===== config.mk =====
export PLATFORM = sky130hd
export DESIGN_NAME = gf180mcu_osu_sc_gp9t3v3__drv_seq
export DESIGN_NICKNAME = d
export VERILOG_FILES = /design/src/rtl/gf180mcu_osu_sc_gp9t3v3__drv_seq_pkg.sv /design/src/rtl/gf180mcu_osu_sc_gp9t3v3__drv_seq_tmr.sv /design/src/rtl/gf180mcu_osu_sc_gp9t3v3__drv_seq.sv
export SDC_FILE = /design/constraint.sdc
export NUM_CORES = 1
export LEC_CHECK = 0
export ABC_AREA = 0
export ABC_CLOCK_PERIOD_IN_PS = 3900
export CAP_MARGIN = 20
export CORE_UTILIZATION = 41
export CTS_CLUSTER_DIAMETER = 40
export DETAILED_ROUTE_END_ITERATION = 10
export GPL_TIMING_DRIVEN = 0
export SLEW_MARGIN = 5
export SYNTH_ARGS = -nofsm -noshare
export SYNTH_HDL_FRONTEND = slang
export SYNTH_SLANG_ARGS = --single-unit
export TNS_END_PERCENT = 30

===== constraint.sdc =====
create_clock -name CLK -period 3.9 [get_ports CLK]
set_input_delay 0.78 -clock CLK [delete_from_list [all_inputs] [get_ports CLK]]
set_output_delay 0.78 -clock CLK [all_outputs]
set_load 0.01 [all_outputs]

===== src/rtl/gf180mcu_osu_sc_gp9t3v3__drv_seq_pkg.sv =====
// -----------------------------------------------------------------------------
// gf180mcu_osu_sc_gp9t3v3__drv_seq_pkg
// Shared types and constants for the staggered inverter-leg drive sequencer.
//   state_e      : sequencer FSM states (IDLE, WAIT)
//   SEGS_DEF     : default number of inverter legs
//   STEP_DEF     : default number of idle cycles between consecutive leg flips
//   CNT_W        : width of the inter-flip step counter
// -----------------------------------------------------------------------------
package gf180mcu_osu_sc_gp9t3v3__drv_seq_pkg;

   localparam int unsigned SEGS_DEF = 4;
   localparam int unsigned STEP_DEF = 3;
   localparam int          CNT_W    = 8;

   typedef enum logic {
      IDLE = 1'b0,
      WAIT = 1'b1
   } state_e;

endpackage : gf180mcu_osu_sc_gp9t3v3__drv_seq_pkg


===== src/rtl/gf180mcu_osu_sc_gp9t3v3__drv_seq_tmr.sv =====
// -----------------------------------------------------------------------------
// gf180mcu_osu_sc_gp9t3v3__drv_seq_tmr
// Step counter that spaces consecutive leg flips. Load has priority over
// decrement; with neither asserted the count holds.
//   clk_i      : clock, rising edge
//   rst_i      : synchronous active-high reset (count -> 0)
//   load_i     : load load_val_i into the counter
//   dec_i      : decrement the counter by one
//   load_val_i : value loaded on load_i
//   zero_o     : counter currently equals zero
// -----------------------------------------------------------------------------
module gf180mcu_osu_sc_gp9t3v3__drv_seq_tmr
   import gf180mcu_osu_sc_gp9t3v3__drv_seq_pkg::*;
(
   input  logic             clk_i,
   input  logic             rst_i,
   input  logic             load_i,
   input  logic             dec_i,
   input  logic [CNT_W-1:0] load_val_i,
   output logic             zero_o
);

   logic [CNT_W-1:0] cnt_q;
   logic [CNT_W-1:0] cnt_d;

   // NOTE: the hold value is assigned first so every path drives cnt_d; no latch.
   always_comb begin
      cnt_d = cnt_q;
      if (load_i) begin
         cnt_d = load_val_i;
      end else if (dec_i) begin
         cnt_d = cnt_q - CNT_W'(1);
      end
   end

   // NOTE: sequential state uses non-blocking assignments only.
   // NOTE: this is a single register, not a memory, so it is reset explicitly.
   always_ff @(posedge clk_i) begin
      if (rst_i) begin
         cnt_q <= '0;
      end else begin
         cnt_q <= cnt_d;
      end
   end

   assign zero_o = (cnt_q == '0);

endmodule : gf180mcu_osu_sc_gp9t3v3__drv_seq_tmr


===== src/rtl/gf180mcu_osu_sc_gp9t3v3__drv_seq.sv =====
// -----------------------------------------------------------------------------
// gf180mcu_osu_sc_gp9t3v3__drv_seq
// Staggered turn-on sequencer for SEGS parallel inv_16 legs sharing one output
// net. A requested level change is applied one leg at a time, lowest index
// first, with STEP idle cycles between flips to limit di/dt on the shared net.
//   CLK  : clock, rising edge
//   RST  : synchronous active-high reset (all legs driven high -> output low)
//   A    : requested level of the shared output net (1 = high)
//   EN   : sequencing enable; 0 freezes all state
//   LEG  : leg inputs, leg output level = ~LEG[i]
//   BUSY : a sequence is in progress (registered)
//   DONE : one-cycle pulse when all legs have reached the target (registered)
// -----------------------------------------------------------------------------
module gf180mcu_osu_sc_gp9t3v3__drv_seq
   import gf180mcu_osu_sc_gp9t3v3__drv_seq_pkg::*;
#(
   parameter int unsigned SEGS = SEGS_DEF,
   parameter int unsigned STEP = STEP_DEF
) (
   input  logic            CLK,
   input  logic            RST,
   input  logic            A,
   input  logic            EN,
   output logic [SEGS-1:0] LEG,
   output logic            BUSY,
   output logic            DONE
);

   localparam logic [CNT_W-1:0] STEP_VAL = CNT_W'(STEP);

   state_e          state_q, state_d;
   logic            t_q, t_d;
   logic [SEGS-1:0] leg_q, leg_d;
   logic            done_q, done_d;

   logic [SEGS-1:0] mismatch_vec;
   logic            mismatch;
   logic [SEGS-1:0] flip_mask;
   logic            pe_found;

   logic            tmr_load;
   logic            tmr_dec;
   logic            tmr_zero;

   // Legs are settled when every leg input is the inverse of the target level.
   assign mismatch_vec = leg_q ^ {SEGS{~t_q}};
   assign mismatch     = |mismatch_vec;

   // Priority encoder: one-hot mask of the lowest-index mismatched leg, so at
   // most one leg can change per flip.
   always_comb begin
      flip_mask = '0;
      pe_found  = 1'b0;
      for (int i = 0; i < int'(SEGS); i++) begin
         if (mismatch_vec[i] && !pe_found) begin
            flip_mask[i] = 1'b1;
            pe_found     = 1'b1;
         end
      end
   end

   // Next-state logic. Mismatch is evaluated against the registered target, so
   // a change on A reaches the legs one edge after it is captured, and a
   // reversal mid-sequence simply redirects the next flip.
   always_comb begin
      state_d  = state_q;
      t_d      = t_q;
      leg_d    = leg_q;
      done_d   = 1'b0;
      tmr_load = 1'b0;
      tmr_dec  = 1'b0;

      if (EN) begin
         t_d = A;
         unique case (state_q)
            IDLE: begin
               if (mismatch) begin
                  leg_d    = leg_q ^ flip_mask;
                  tmr_load = 1'b1;
                  state_d  = WAIT;
               end
            end
            WAIT: begin
               if (!tmr_zero) begin
                  tmr_dec = 1'b1;
               end else if (mismatch) begin
                  leg_d    = leg_q ^ flip_mask;
                  tmr_load = 1'b1;
               end else begin
                  state_d = IDLE;
                  done_d  = 1'b1;
               end
            end
            default: state_d = IDLE;
         endcase
      end
   end

   always_ff @(posedge CLK) begin
      if (RST) begin
         state_q <= IDLE;
         t_q     <= 1'b0;
         leg_q   <= '1;
         done_q  <= 1'b0;
      end else begin
         state_q <= state_d;
         t_q     <= t_d;
         leg_q   <= leg_d;
         done_q  <= done_d;
      end
   end

   gf180mcu_osu_sc_gp9t3v3__drv_seq_tmr u_tmr (
      .clk_i      (CLK),
      .rst_i      (RST),
      .load_i     (tmr_load),
      .dec_i      (tmr_dec),
      .load_val_i (STEP_VAL),
      .zero_o     (tmr_zero)
   );

   assign LEG  = leg_q;
   assign BUSY = (state_q == WAIT);
   assign DONE = done_q;

endmodule : gf180mcu_osu_sc_gp9t3v3__drv_seq


==> results of run 1 <==
cell type report:
type	instances	area share [%]
multi-input combinational	64	50.1
sequential	15	33.1
timing repair buffer	7	7.72
tap	25	3.45
clock buffer	3	2.48
buffer	3	1.38
inverter	3	1.24
clock inverter	1	0.552
stage by stage:
step                      area, sq um  power, mW  util, %  setup WS [ps]
after floorplan                   778      0.273        -           2110
after global placement            880      0.301     50.4           1920
after detailed placement          880      0.302     50.4           1900
after CTS                         907      0.394     52.0           1750
after global routing              907      0.417     52.0           1680
final                             907      0.390     52.0           1760
worst min-delay path: stages (launching register included):
cell and delay, ps:
dfxtp_1 370, xnor2_1 130, nor3_1 40
cell usage after synthesis, types with 2 or more instances:
master / n / area share [%]
a211o_1: 2 / 2.3
a211oi_1: 4 / 3.9
a21oi_1: 6 / 3.9
clkbuf_1: 2 / 0.96
dfxtp_1: 15 / 39
ha_1: 2 / 3.2
inv_1: 3 / 1.4
nand2_1: 6 / 2.9
nand3_1: 3 / 1.9
nor2_1: 8 / 3.9
nor3_1: 8 / 5.1
nor4_1: 5 / 4.0
xnor2_1: 3 / 3.4
xor2_1: 4 / 4.5
worst paths after layout:
kind / slack [ps] / endpoint / start / cells after the start
worst max-delay path: 1760 / BUSY / BUSY$_SDFFE_PP0P_ / 1
worst min-delay path: 570 / u_tmr.cnt_q[7]$_SDFFE_PP0P_ / u_tmr.cnt_q[7]$_SDFFE_PP0P_ / 2
worst max register to register: 2090 / LEG[0]$_SDFFE_PP1P_ / u_tmr.cnt_q[0]$_SDFFE_PP0P_ / 6
worst min register to register: 570 / u_tmr.cnt_q[7]$_SDFFE_PP0P_ / u_tmr.cnt_q[7]$_SDFFE_PP0P_ / 2
layout by cell type, fill, tap and decap left out, types with 3 or more instances in the layout:
| master | count |
|---|---|
| clkbuf_4 | 3 |
| a21oi_1 | 6 |
| xnor2_1 | 3 |
| nor4_1 | 5 |
| nor2_1 | 8 |
| clkdlybuf4s50_1 | 7 |
| nor3_1 | 8 |
| inv_1 | 3 |
| dfxtp_1 | 15 |
| nand3_1 | 3 |
| nand2_1 | 6 |
| a211oi_1 | 4 |
| xor2_1 | 4 |
logic make-up after synthesis:
family | count (synthesis) | share of synthesized area (%)
AND/OR/NAND/NOR | 37 | 27.5
AO/OA/AOI/OAI | 16 | 15.6
flip-flops | 15 | 38.6
XOR/XNOR | 7 | 7.88
buffers and inverters | 6 | 3.05
multiplexers | 2 | 4.18
adder cells (fa/ha/maj) | 2 | 3.21
power by group through the flow:
| stage | clock, mW | combinational [mW] | sequential [mW] |
|---|---|---|---|
| 2_1_floorplan | 0 | 0.0858 | 0.187 |
| 3_3_place_gp | 0 | 0.113 | 0.187 |
| 3_5_place_dp | 0 | 0.114 | 0.188 |
| 4_1_cts | 0.0951 | 0.115 | 0.185 |
| 5_1_grt | 0.103 | 0.126 | 0.188 |
| 6_report | 0.0914 | 0.114 | 0.185 |
metal layers:
metal | up-vias | routed length, um | global-route usage (%) | part of all wire, %
met2 | 14 | 578 | 20.9 | 40
met3 | 5 | 49 | 4.76 | 3.4
met4 | 0 | 45 | 12.7 | 3.1
li1 | 340 | - | - | -
met5 | - | 0 | 0 | 0
met1 | 288 | 770 | 25.0 | 53
==> metrics.txt, run 1 <==
Seq pwr share 47.4%; Syn Area/Cell 9.16 sq um; CTS max path bufs 2; Post-synth EDFFs 0; CTS Hold Buffers Added 0; Vias/cell 5.35; Max VDD drop 0.000188 V; DR iter-0 viols 11; Die Y-Extent 45.6 um; Required @ worst endpoint 3120 ps; slowest cell on the critical path clkdlybuf4s50_1; Async S/R FF share, synth 0%; fin nets 103; footprint of the multi-input gates 454 sq um; CP arrival 1360 ps; Hold Path Class flop to flop; total core area 1750 sq um; Syn Std Cell Area 778 sq um; worst slew pin tran 533 ps; placed cell count 117; setup TNS 0 ps; PwrDens 430 nW/um^2; CTS tree yes; Buffers on Ports 7; Psw 133 uW; vias in the first global route 520; Cell Chain, Critical Path clkdlybuf4s50_1; CTS root buffer clkbuf_4; largest net degree at the start of global routing 11; Main synth FF type dfxtp_1; number of post-CTS setup repair buffers 0; Max Cap Viol 0; starting density of the core 44.6%; worst skew pair latency 290 ps; Critical Path End Type output pin; GRT Residual Overflow 0; Power Internal 257 uW; Sw Ratio 34.1%; clock slew at reported path FFs 90 ps; ANT nets after route 0; synth-to-layout area growth 16.6%; share of layout cells above drive strength 1 13.5%; die area 2080 sq um; Slew Limit Fails 0; minimum hold slack 570 ps; yosys synthesis warning count 0; Mapped Cells 85; CTS buffer count 3; Max Clock Skew 1.69 ps; Tmin final 2140 ps; post-synth cell types 28; clock share of power 23.4%; initial antenna violation count 0; CP delay by family, top buffers and inverters; Crit Path Class flop to output pin; final setup vio count 0; average wire per standard cell 11.9 um; Slew headroom 64.5%; Synth Register Bits 15; routability cong. 0.755; RSZ-0062 raised after global routing no; Die X 45.6 um; DR pass1 iterations 4; CTS sink cnt 15; Rows 15; result of the run completed; H-Tree Depth 1; via count 647; Reg area 300 sq um; DRC Markers 0; fillers 165; Synth Net Count 91; Overall Global Routing Usage 17.2%; largest stage delay on the critical path 590 ps; CP Launch Type flop; Layout Cells excl Fill 121; first-pass GRT wire length 2440 um; Comb pwr share 29.2%; ratio of final minimum period to clock period 54.9%; Leakage 0.312 nW; IO Pins 10; DP Wirelength 1030 um; worst-path fanout max 6; final-report hold violation count 0; sequential share of the synthesized area 38.6%; fmax 467 MHz; number of gates resized after CTS 0; drt total wl 1440 um; antenna cells 0; buffers and inverters on the worst path 1
Note: power is estimated with default switching activity, not from simulation.
==> inputs of run 2 (changes only) <==
--- a/config.mk
+++ b/config.mk
@@ -6,7 +6,7 @@
 export NUM_CORES = 1
 export LEC_CHECK = 0
 export ABC_AREA = 0
-export ABC_CLOCK_PERIOD_IN_PS = 3900
+export ABC_CLOCK_PERIOD_IN_PS = 2100
 export CAP_MARGIN = 20
 export CORE_UTILIZATION = 41
 export CTS_CLUSTER_DIAMETER = 40
==> constraint.sdc (replaced) <==
create_clock -name CLK -period 2.1 [get_ports CLK]
set_input_delay 0.42 -clock CLK [delete_from_list [all_inputs] [get_ports CLK]]
set_output_delay 0.42 -clock CLK [all_outputs]
set_load 0.01 [all_outputs]
==> results of run 2 <==
The final DEF is identical to that of run 1. Status: completed.
Main changes from that run: setup slack after placement 1900 ps -> 295 ps; setup slack after layout 1760 ps -> 288 ps; hold slack 570 ps -> 464 ps; start point of the critical path BUSY$_SDFFE_PP0P_ -> u_tmr.cnt_q[0]$_SDFFE_PP0P_; end point of the critical path BUSY -> LEG[0]$_SDFFE_PP1P_; register-to-register setup slack 2090 ps -> 290 ps; end point of the worst hold path u_tmr.cnt_q[7]$_SDFFE_PP0P_ -> DONE$_SDFF_PP0_; total power 0.390 mW -> 0.725 mW; worst IR drop on VDD 0.000188 V -> 0.000349 V
==> inputs of run 3 (changes only) <==
--- a/config.mk
+++ b/config.mk
@@ -7,9 +7,10 @@
 export LEC_CHECK = 0
 export ABC_AREA = 0
 export ABC_CLOCK_PERIOD_IN_PS = 2100
-export CAP_MARGIN = 20
+export CAP_MARGIN = 5
 export CORE_UTILIZATION = 41
 export CTS_CLUSTER_DIAMETER = 40
+export CTS_CLUSTER_SIZE = 12
 export DETAILED_ROUTE_END_ITERATION = 10
 export GPL_TIMING_DRIVEN = 0
 export SLEW_MARGIN = 5
==> results of run 3 <==
The final DEF is identical to that of run 1. Status: completed.
Main changes from that run: setup slack after placement 1900 ps -> 295 ps; setup slack after layout 1760 ps -> 288 ps; hold slack 570 ps -> 464 ps; start point of the critical path BUSY$_SDFFE_PP0P_ -> u_tmr.cnt_q[0]$_SDFFE_PP0P_; end point of the critical path BUSY -> LEG[0]$_SDFFE_PP1P_; register-to-register setup slack 2090 ps -> 290 ps; end point of the worst hold path u_tmr.cnt_q[7]$_SDFFE_PP0P_ -> DONE$_SDFF_PP0_; total power 0.390 mW -> 0.725 mW; worst IR drop on VDD 0.000188 V -> 0.000349 V
